<file path="src/rtl/manipulation_pkg.sv">
// Shared types, constants and the saturation helper for the pixel-manipulation stage.
package manipulation_pkg;

  typedef enum logic [1:0] {
    DIRECT = 2'd0,
    SCALE  = 2'd1,
    ADD    = 2'd2,
    GRAY   = 2'd3
  } mode_e;

  typedef enum logic [1:0] {
    ROT_NONE = 2'd0,
    ROT_GBR  = 2'd1,
    ROT_BRG  = 2'd2,
    ROT_BGR  = 2'd3
  } rot_e;

  localparam logic [7:0] GRAY_R_COEF = 8'd77;
  localparam logic [7:0] GRAY_G_COEF = 8'd150;
  localparam logic [7:0] GRAY_B_COEF = 8'd29;
  localparam logic [7:0] CH_MAX      = 8'd255;

  function automatic logic [7:0] sat_u8(input int v);
    logic [7:0] res;
    if (v < 32'sd0) begin
      res = 8'd0;
    end else if (v > 32'sd255) begin
      res = CH_MAX;
    end else begin
      res = v[7:0];
    end
    return res;
  endfunction

endpackage

</file>
<file path="src/rtl/manipulation_sat.sv">
// Clamps one signed 32-bit operand symbol into the unsigned 8-bit channel range.
module manipulation_sat
  import manipulation_pkg::*;
(
  input  logic signed [31:0] sym_i,
  output logic        [7:0]  sat_o
);

  assign sat_o = sat_u8(sym_i);

endmodule

</file>
<file path="src/rtl/manipulation_unit.sv">
// Two-stage pixel manipulation: saturate operands, then colour op, channel rotate
// and optional invert into registered RGB outputs.
module manipulation_unit
  import manipulation_pkg::*;
(
  input  logic               clk,
  input  logic               reset,
  input  logic        [7:0]  data_in,
  input  logic signed [31:0] symbol_0,
  input  logic signed [31:0] symbol_1,
  input  logic signed [31:0] symbol_2,
  input  logic signed [31:0] symbol_3,
  output logic        [7:0]  r_out,
  output logic        [7:0]  g_out,
  output logic        [7:0]  b_out
);

  logic [7:0]  s0_d, s1_d, s2_d, s3_d;
  logic [7:0]  s0_q, s1_q, s2_q, s3_q;
  logic [4:0]  ctrl_d, ctrl_q;
  logic [7:0]  r_d, g_d, b_d;
  logic [7:0]  r_q, g_q, b_q;

  logic [15:0] prod_r, prod_g, prod_b, gray_sum;
  logic [8:0]  sum_r, sum_g, sum_b;
  logic [7:0]  mix_r, mix_g, mix_b;
  logic [7:0]  rot_r, rot_g, rot_b;

  // Reserved control bits are intentionally not carried into the pipeline.
  logic unused_rsvd;
  assign unused_rsvd = &{1'b0, data_in[7:5]};

  manipulation_sat u_sat0 (.sym_i(symbol_0), .sat_o(s0_d));
  manipulation_sat u_sat1 (.sym_i(symbol_1), .sat_o(s1_d));
  manipulation_sat u_sat2 (.sym_i(symbol_2), .sat_o(s2_d));
  manipulation_sat u_sat3 (.sym_i(symbol_3), .sat_o(s3_d));

  assign ctrl_d = data_in[4:0];

  always_comb begin
    prod_r   = {8'd0, s0_q} * {8'd0, s3_q};
    prod_g   = {8'd0, s1_q} * {8'd0, s3_q};
    prod_b   = {8'd0, s2_q} * {8'd0, s3_q};
    sum_r    = {1'b0, s0_q} + {1'b0, s3_q};
    sum_g    = {1'b0, s1_q} + {1'b0, s3_q};
    sum_b    = {1'b0, s2_q} + {1'b0, s3_q};
    // Coefficients sum to 256, so the high byte never overflows.
    gray_sum = ({8'd0, GRAY_R_COEF} * {8'd0, s0_q})
             + ({8'd0, GRAY_G_COEF} * {8'd0, s1_q})
             + ({8'd0, GRAY_B_COEF} * {8'd0, s2_q});

    mix_r = s0_q;
    mix_g = s1_q;
    mix_b = s2_q;
    case (mode_e'(ctrl_q[1:0]))
      DIRECT: begin
        mix_r = s0_q;
        mix_g = s1_q;
        mix_b = s2_q;
      end
      SCALE: begin
        mix_r = 8'(prod_r >> 8);
        mix_g = 8'(prod_g >> 8);
        mix_b = 8'(prod_b >> 8);
      end
      ADD: begin
        mix_r = (sum_r > 9'd255) ? CH_MAX : 8'(sum_r);
        mix_g = (sum_g > 9'd255) ? CH_MAX : 8'(sum_g);
        mix_b = (sum_b > 9'd255) ? CH_MAX : 8'(sum_b);
      end
      GRAY: begin
        mix_r = 8'(gray_sum >> 8);
        mix_g = 8'(gray_sum >> 8);
        mix_b = 8'(gray_sum >> 8);
      end
      default: begin
        mix_r = s0_q;
        mix_g = s1_q;
        mix_b = s2_q;
      end
    endcase

    rot_r = mix_r;
    rot_g = mix_g;
    rot_b = mix_b;
    case (rot_e'(ctrl_q[3:2]))
      ROT_NONE: begin
        rot_r = mix_r;
        rot_g = mix_g;
        rot_b = mix_b;
      end
      ROT_GBR: begin
        rot_r = mix_g;
        rot_g = mix_b;
        rot_b = mix_r;
      end
      ROT_BRG: begin
        rot_r = mix_b;
        rot_g = mix_r;
        rot_b = mix_g;
      end
      ROT_BGR: begin
        rot_r = mix_b;
        rot_g = mix_g;
        rot_b = mix_r;
      end
      default: begin
        rot_r = mix_r;
        rot_g = mix_g;
        rot_b = mix_b;
      end
    endcase

    if (ctrl_q[4]) begin
      r_d = CH_MAX - rot_r;
      g_d = CH_MAX - rot_g;
      b_d = CH_MAX - rot_b;
    end else begin
      r_d = rot_r;
      g_d = rot_g;
      b_d = rot_b;
    end
  end

  always_ff @(posedge clk) begin
    if (reset) begin
      s0_q   <= 8'd0;
      s1_q   <= 8'd0;
      s2_q   <= 8'd0;
      s3_q   <= 8'd0;
      ctrl_q <= 5'd0;
      r_q    <= 8'd0;
      g_q    <= 8'd0;
      b_q    <= 8'd0;
    end else begin
      s0_q   <= s0_d;
      s1_q   <= s1_d;
      s2_q   <= s2_d;
      s3_q   <= s3_d;
      ctrl_q <= ctrl_d;
      r_q    <= r_d;
      g_q    <= g_d;
      b_q    <= b_d;
    end
  end

  assign r_out = r_q;
  assign g_out = g_q;
  assign b_out = b_q;

endmodule

</file>
<file path="config.mk">
export PLATFORM = sky130hd
export DESIGN_NAME = manipulation_unit
export DESIGN_NICKNAME = d
export VERILOG_FILES = /design/src/rtl/manipulation_pkg.sv /design/src/rtl/manipulation_sat.sv /design/src/rtl/manipulation_unit.sv
export SDC_FILE = /design/constraint.sdc
export NUM_CORES = 1
export LEC_CHECK = 0
export CAP_MARGIN = 5
export CORE_MARGIN = 4
export CORE_UTILIZATION = 35
export CTS_CLUSTER_SIZE = 20
export DETAILED_ROUTE_END_ITERATION = 10
export PLACE_DENSITY_LB_ADDON = 0.12
export SETUP_SLACK_MARGIN = 0.05
export SYNTH_ARGS = -nofsm -noshare
export SYNTH_HDL_FRONTEND = slang
export SYNTH_SLANG_ARGS = --single-unit
</file>
<file path="constraint.sdc">
create_clock -name clk -period 8.8 [get_ports clk]
set_input_delay 1.76 -clock clk [delete_from_list [all_inputs] [get_ports clk]]
set_output_delay 1.76 -clock clk [all_outputs]
set_load 0.01 [all_outputs]
</file>
==> results of run 1 <==
metal layers:
| metal | vias up | routed length (um) |
|---|---|---|
| met5 | - | 0 |
| met4 | 0 | 685 |
| met3 | 45 | 1483 |
| met2 | 236 | 19350 |
| met1 | 5648 | 18590 |
| li1 | 5487 | - |
worst min-delay path: cells and delay by family (launching register included):
family           cells  cell delay [ns]
flip-flops           1             0.40
AND/OR/NAND/NOR      1             0.18
AO/OA/AOI/OAI        1             0.10
flip-flops by register name, indices dropped and copies added, names as in the netlist:
| signal | count |
|---|---|
| b_out | 8 |
| g_out | 8 |
| r_out | 8 |
| s0_q | 8 |
| s1_q | 8 |
| s2_q | 8 |
| s3_q | 8 |
| ctrl_q | 5 |
synth_stat cells (6+ instances only):
cell / number / area [um^2]
o21a_1: 42 / 315.3
and4_1: 6 / 52.55
mux2_2: 6 / 67.56
ha_1: 211 / 2640
nor2_1: 58 / 217.7
nor2b_1: 9 / 56.30
a211oi_1: 16 / 120.1
o21bai_1: 6 / 45.04
and2_1: 83 / 519.3
o22ai_1: 9 / 56.30
nand3_1: 19 / 95.09
nand2b_1: 6 / 37.54
inv_1: 268 / 1006
xor2_1: 12 / 105.1
dfxtp_1: 61 / 1221
nor4_1: 21 / 131.4
o21ai_0: 42 / 210.2
nand4_1: 8 / 50.05
xnor2_1: 34 / 297.8
fa_1: 163 / 3263
o211ai_1: 18 / 135.1
a31oi_1: 6 / 37.54
mux2i_1: 26 / 260.3
clkbuf_1: 35 / 131.4
a21o_1: 18 / 135.1
a221oi_1: 13 / 113.9
nor3_1: 22 / 110.1
a211o_1: 8 / 70.07
a21oi_1: 66 / 330.3
nand2_1: 127 / 476.7
where the power goes:
part           total, mW  internal, mW  switching, mW
logic               1.65         0.682          0.970
clock network      0.364         0.219          0.146
registers          0.335         0.303         0.0317
total               2.35          1.20           1.15
cell type report:
| type | instances | share of cell area [%] |
|---|---|---|
| Multi-Input combinational cell | 1154 | 68.81 |
| Timing Repair Buffer | 182 | 11.17 |
| Sequential cell | 61 | 7.741 |
| Inverter | 268 | 6.377 |
| Tap cell | 511 | 4.053 |
| Clock buffer | 10 | 1.451 |
| Clock inverter | 6 | 0.4045 |
kinds of logic (layout without fill, tap and decap cells):
group,after synthesis,count (layout)
flip-flops,61,61
multiplexers,33,33
AO/OA/AOI/OAI,312,312
buffers and inverters,316,466
adder cells (fa/ha/maj),374,374
AND/OR/NAND/NOR,389,389
XOR/XNOR,46,46
worst max-delay path by stage:
stage | startpoint | endpoint | slack [ns]
2_1_floorplan | s1_q[4] | g_out[4] | 2.04
4_1_cts | s1_q[2] | g_out[4] | 1.06
5_1_grt | s1_q[2] | g_out[4] | 0.75
3_5_place_dp | s1_q[2] | g_out[4] | 1.07
6_report | s1_q[2] | g_out[4] | 1.04
3_3_place_gp | s1_q[6] | g_out[4] | 1.17
per-stage QoR:
stage                     util [%]  std cells  setup slack [ns]  hold slack [ns]
final                        41.98       2192             1.035           0.7357
after detailed placement     41.20       2176             1.074           0.7260
after global placement       41.20       2176             1.170           0.7151
after CTS                    41.98       2192             1.057           0.7393
after floorplan                  -       1531             2.037           0.7112
after global routing         41.98       2192            0.7529           0.7882
==> out/qor.txt, run 1 <==
Synth Area in Compound Gates - 16.74%
Met2 Track Usage GR - 34.15%
GR Overflow Total - 0
Antenna diodes - 0
# IOs - 162
Synth Area in XOR/XNOR - 3.027%
Clk_lat worst skew - 0.36 ns
Slowest cell on crit path - dfxtp_1
Vias in the first global route - 11,870
Post-route antenna net violation count - 0
R2R depth - 23
Mux share of post-synthesis cell area - 2.632%
Share of flip-flops with an asynchronous set or reset - 0%
Routed WL - 40,110 um
Syn_nets - 2,043
Most frequent CP cell - fa_1
GRT Util Overall - 19.81%
Slew Limit Fails - 0
Worst EP arrival - 7.99 ns
Yosys reg bits - 61
Final setup viols - 0
Pwr Total - 2.351 mW
Largest family of logic cells by synthesized area - adder cells
H-tree depth - 3
Share of cells above drive strength 1 - 4.045%
Cell count along the critical path - 23
Top_reg_cell synth - dfxtp_1
Die height - 203 um
Drt first pass iters - 5
Placed cell areas - 15,480 um^2
Initial Util - 35.42%
Setup Crit Path Kind - flip-flop to flip-flop
Via count - 11,420
M3 GR Usage - 1.996%
Num CTS Buffers - 9
First-pass GRT wire length - 64,420 um
Max VDD drop - 0.0001516 V
Port Buffer Count - 158
Status - finished, final reports clean
Avg Cell Area, Syn - 8.693 um^2
Bufs and invs on worst path - 3
Met1 Usage GRT - 26.92%
DRT iter0 DRCs - 663
Most common cell after layout, fill and taps aside - inv_1
Multi-input gate area - 10,850 um^2
Pin count of the biggest net entering global routing - 28
Yosys cell types - 89
Delay-heaviest family, CP - adder cells
Post-synthesis adder-cell area fraction - 44.35%
Final worst path period need - 7.765 ns
Mapped Area - 13,310 um^2
Lkg Pwr - 7.742 nW
Post-CTS Setup Bufs - 0
Clk sinks - 61
Final setup TNS - 0 ns
GRT busiest layer - met2
Sequential share of the synthesized area - 9.176%
R2R Setup Slk - 1.04 ns
Tcrit/Tclk final - 88.23%
Most frequent cells in the layout - inv_1, ha_1, fa_1, clkdlybuf4s50_1, nand2_1
Worst r2r dst - g_out[4]
Clk buf depth - 2
Slowest Stage Delay on Critical Path - 0.81 ns
Fin area - 15,780 um^2
Syn-to-layout area delta - 18.53%
Vias per cell - 5.208
Crit path cell chain - ha_1 -> ha_1 -> fa_1 -> ha_1 -> inv_1 -> o21bai_1 -> a21oi_1 -> xnor2_1 -> fa_1 -> fa_1 -> inv_1 -> fa_1 -> fa_1 -> inv_1 -> ha_1 -> nand3_1 -> o31a_2 -> nand2b_1 -> a221oi_1 -> o22ai_1 -> mux2_2 -> a21oi_1 -> o311ai_1
Initial antenna violation count - 0
Die width - 203 um
Placer Congestion - 0.8971
Cell count after synthesis - 1,531
Hold Crit Class - flip-flop to flip-flop
Startpoint Class - flip-flop
Residual DRC - 0
PwrDens - 149.0 nW/um^2
Clock slew at reported path FFs - 0.06 ns
Post-DP HPWL - 31,910 um
Post-Synth Simple-Gate Area - 14.80%
Clk root buf - clkbuf_16
Rows - 71
DIE AREA - 41,210 um^2
FF/Latch Area - 1221 um^2
Yosys warning count - 0
Max-cap violations - 0
RSZ-0062 raised after global routing - false
Nets - 2,188
Worst Max-Slew Pin Slew - 1.191 ns
Core area - 37,580 um^2
Avg WL per Cell - 18.30 um
Hold Crit Depth - 2
Fillers - 3,778
Hold EP - g_out[4]
Slew headroom - 20.00%
CP required - 9.03 ns
Crit-path max FO - 13
Clock Skews - 0.006217 ns
Number of enable flip-flop cells after synthesis - 0
CTS tree - yes
Hold Startpoint - ctrl_q[4]
Hold_buf cts - 0
Post_cts resized - 0
Fmax achieved - 128.8 MHz
RR Startpoint - s1_q[2]
Crit path capture type - flip-flop
Hold Vio Cnt, Final - 0
(Power assumes the default switching activity.)
==> run 2, diff against run 1 <==
--- a/config.mk
+++ b/config.mk
@@ -7,7 +7,7 @@
 export LEC_CHECK = 0
 export CAP_MARGIN = 5
 export CORE_MARGIN = 4
-export CORE_UTILIZATION = 35
+export CORE_UTILIZATION = 55
 export CTS_CLUSTER_SIZE = 20
 export DETAILED_ROUTE_END_ITERATION = 10
 export PLACE_DENSITY_LB_ADDON = 0.12
==> constraint.sdc (replaced) <==
create_clock -name clk -period 9.7 [get_ports clk]
set_input_delay 1.94 -clock clk [delete_from_list [all_inputs] [get_ports clk]]
set_output_delay 1.94 -clock clk [all_outputs]
set_load 0.01 [all_outputs]
==> run 2 against run 1 <==
Register-to-register slack improved by 0.83 ns. Worst setup slack improved by 0.83 ns. Utilization is 24 points higher. Die area fell by 35%. Clock power decreased by 3%. Sequential power shrank 6.9%. Wire length is 7.5% lower. Maximum frequency fell by 0.86%. Sequential share of layout area rose by 0.14 points. First-iteration DRC count rose by 22%. Final cell count fell by 9.2%. Critical path depth rose by 4.
==> out/qor.txt, run 2 (same netlist as run 1, synthesis figures left out) <==
Syn-to-layout area delta - 16.38%
Final setup viols - 0
H-tree depth - 3
# IOs - 162
Die height - 163.6 um
Vias in the first global route - 12,040
Drt first pass iters - 5
Post-CTS Setup Bufs - 0
Antenna diodes - 0
GR Overflow Total - 0
Die width - 163.6 um
Slew Limit Fails - 0
Initial Util - 56.36%
CTS tree - yes
Startpoint Class - flip-flop
Nets - 2,178
Via count - 11,550
Most frequent cells in the layout - inv_1, ha_1, fa_1, clkdlybuf4s50_1, nand2_1
Clock Skews - 0.01064 ns
Worst EP arrival - 8.04 ns
Most common cell after layout, fill and taps aside - inv_1
Rows - 56
RSZ-0062 raised after global routing - false
Port Buffer Count - 158
Post-DP HPWL - 29,210 um
Pre-CTS setup slack - 1.974 ns
DIE AREA - 26,750 um^2
Non-Filler Instances - 1,990
Most frequent CP cell - ha_1
Vias per cell - 5.802
Hold Crit Class - flip-flop to flip-flop
Hold Vio Cnt, Final - 0
Final setup TNS - 0 ns
DRT iter0 DRCs - 807
Clk root buf - clkbuf_16
Lkg Pwr - 7.713 nW
Placed Cells incl. Taps - 1,974
Bufs and invs on worst path - 4
Core Util, Final - 65.59%
Num CTS Buffers - 9
Clk_lat worst skew - 0.34 ns
Initial antenna violation count - 0
Slew headroom - 14.11%
Delay-heaviest family, CP - adder cells
Worst Max-Slew Pin Slew - 1.287 ns
Clk sinks - 61
Final worst path period need - 7.832 ns
Residual DRC - 0
Placer Congestion - 0.9730
R2R depth - 27
Post-route antenna net violation count - 0
Cell count along the critical path - 27
Tcrit/Tclk final - 80.74%
Crit path capture type - flip-flop
Core area - 23,610 um^2
CP required - 9.91 ns
Hold_buf cts - 0
Status - finished, final reports clean
Slowest Stage Delay on Critical Path - 0.79 ns
Post_cts resized - 0
Clock slew at reported path FFs - 0.06 ns
Max VDD drop - 0.0002152 V
Clk buf depth - 2
PwrDens - 139.8 nW/um^2
Avg WL per Cell - 18.64 um
Hold Crit Depth - 2
First-pass GRT wire length - 60,830 um
Fmax achieved - 127.7 MHz
Pin count of the biggest net entering global routing - 28
Max-cap violations - 0
Crit-path max FO - 13
Share of cells above drive strength 1 - 3.531%
Routed WL - 37,090 um
Setup Crit Path Kind - flip-flop to flip-flop
GRT Util Overall - 28.59%
Worst setup margin - 1.868 ns
Slowest cell on crit path - dfxtp_1
[run 2: cell types whose count changed in the layout (fill, tap and decap cells not counted)]
cell / change
buf_4: -10
bufinv_16: +1
clkbuf_1: -1
inv_6: +2
clkinvlp_4: -2
[run 2: cell type report]
type,count,area (um^2)
repair buffers,172,1687
clock buffers,9,225.2
clock inverters,7,96.34
multi-input cells,1154,10850
inverters,268,1006
fillers,2065,8124
flip-flops and latches,61,1221
well taps,319,399.1
[run 2: worst register-to-register path: cells and delay by family, from the launching register on]
kind,cells,cell delay [ns]
buffers and inverters,4,0.18
muxes,1,0.34
adders and majority gates,10,3.93
and+or+nand+nor,4,0.51
DFF,1,0.79
xor gates and xnor gates,1,0.23
AOI/OAI and AO/OA,7,1.69
[run 2: final timing paths]
check,start,end,slack [ns]
setup / recovery,s1_q[3],g_out[4],1.87
hold / removal,ctrl_q[4],g_out[4],0.78
setup reg to reg,s1_q[3],g_out[4],1.87
hold reg to reg,ctrl_q[4],g_out[4],0.78
[run 2: power by group]
group / switching, mW / internal (mW) / leakage [nW]
logic: 0.881 / 0.620 / 7.05
registers: 0.0376 / 0.275 / 0.507
clock network: 0.125 / 0.226 / 0.160
total: 1.04 / 1.12 / 7.71
[run 2: per-layer routing]
layer	share of wire (%)	routed length (um)	vias to the layer above	global-route usage, %
li1	-	-	5464	-
met1	42	15680	5611	37.20
met2	49	18000	407	49.77
met3	7.0	2583	63	4.340
met4	2.2	830	0	7.625
met5	0	0	-	0
[run 2: stage by stage]
| step | area, um^2 | power (mW) | hold slack [ns] |
|---|---|---|---|
| after detailed placement | 15170 | 1.778 | 0.7656 |
| after CTS | 15490 | 2.154 | 0.7710 |
| after global placement | 15170 | 1.751 | 0.7629 |
| after floorplan | 13310 | 1.340 | 0.7112 |
| after global routing | 15490 | 2.349 | 0.8002 |
| final | 15490 | 2.165 | 0.7780 |
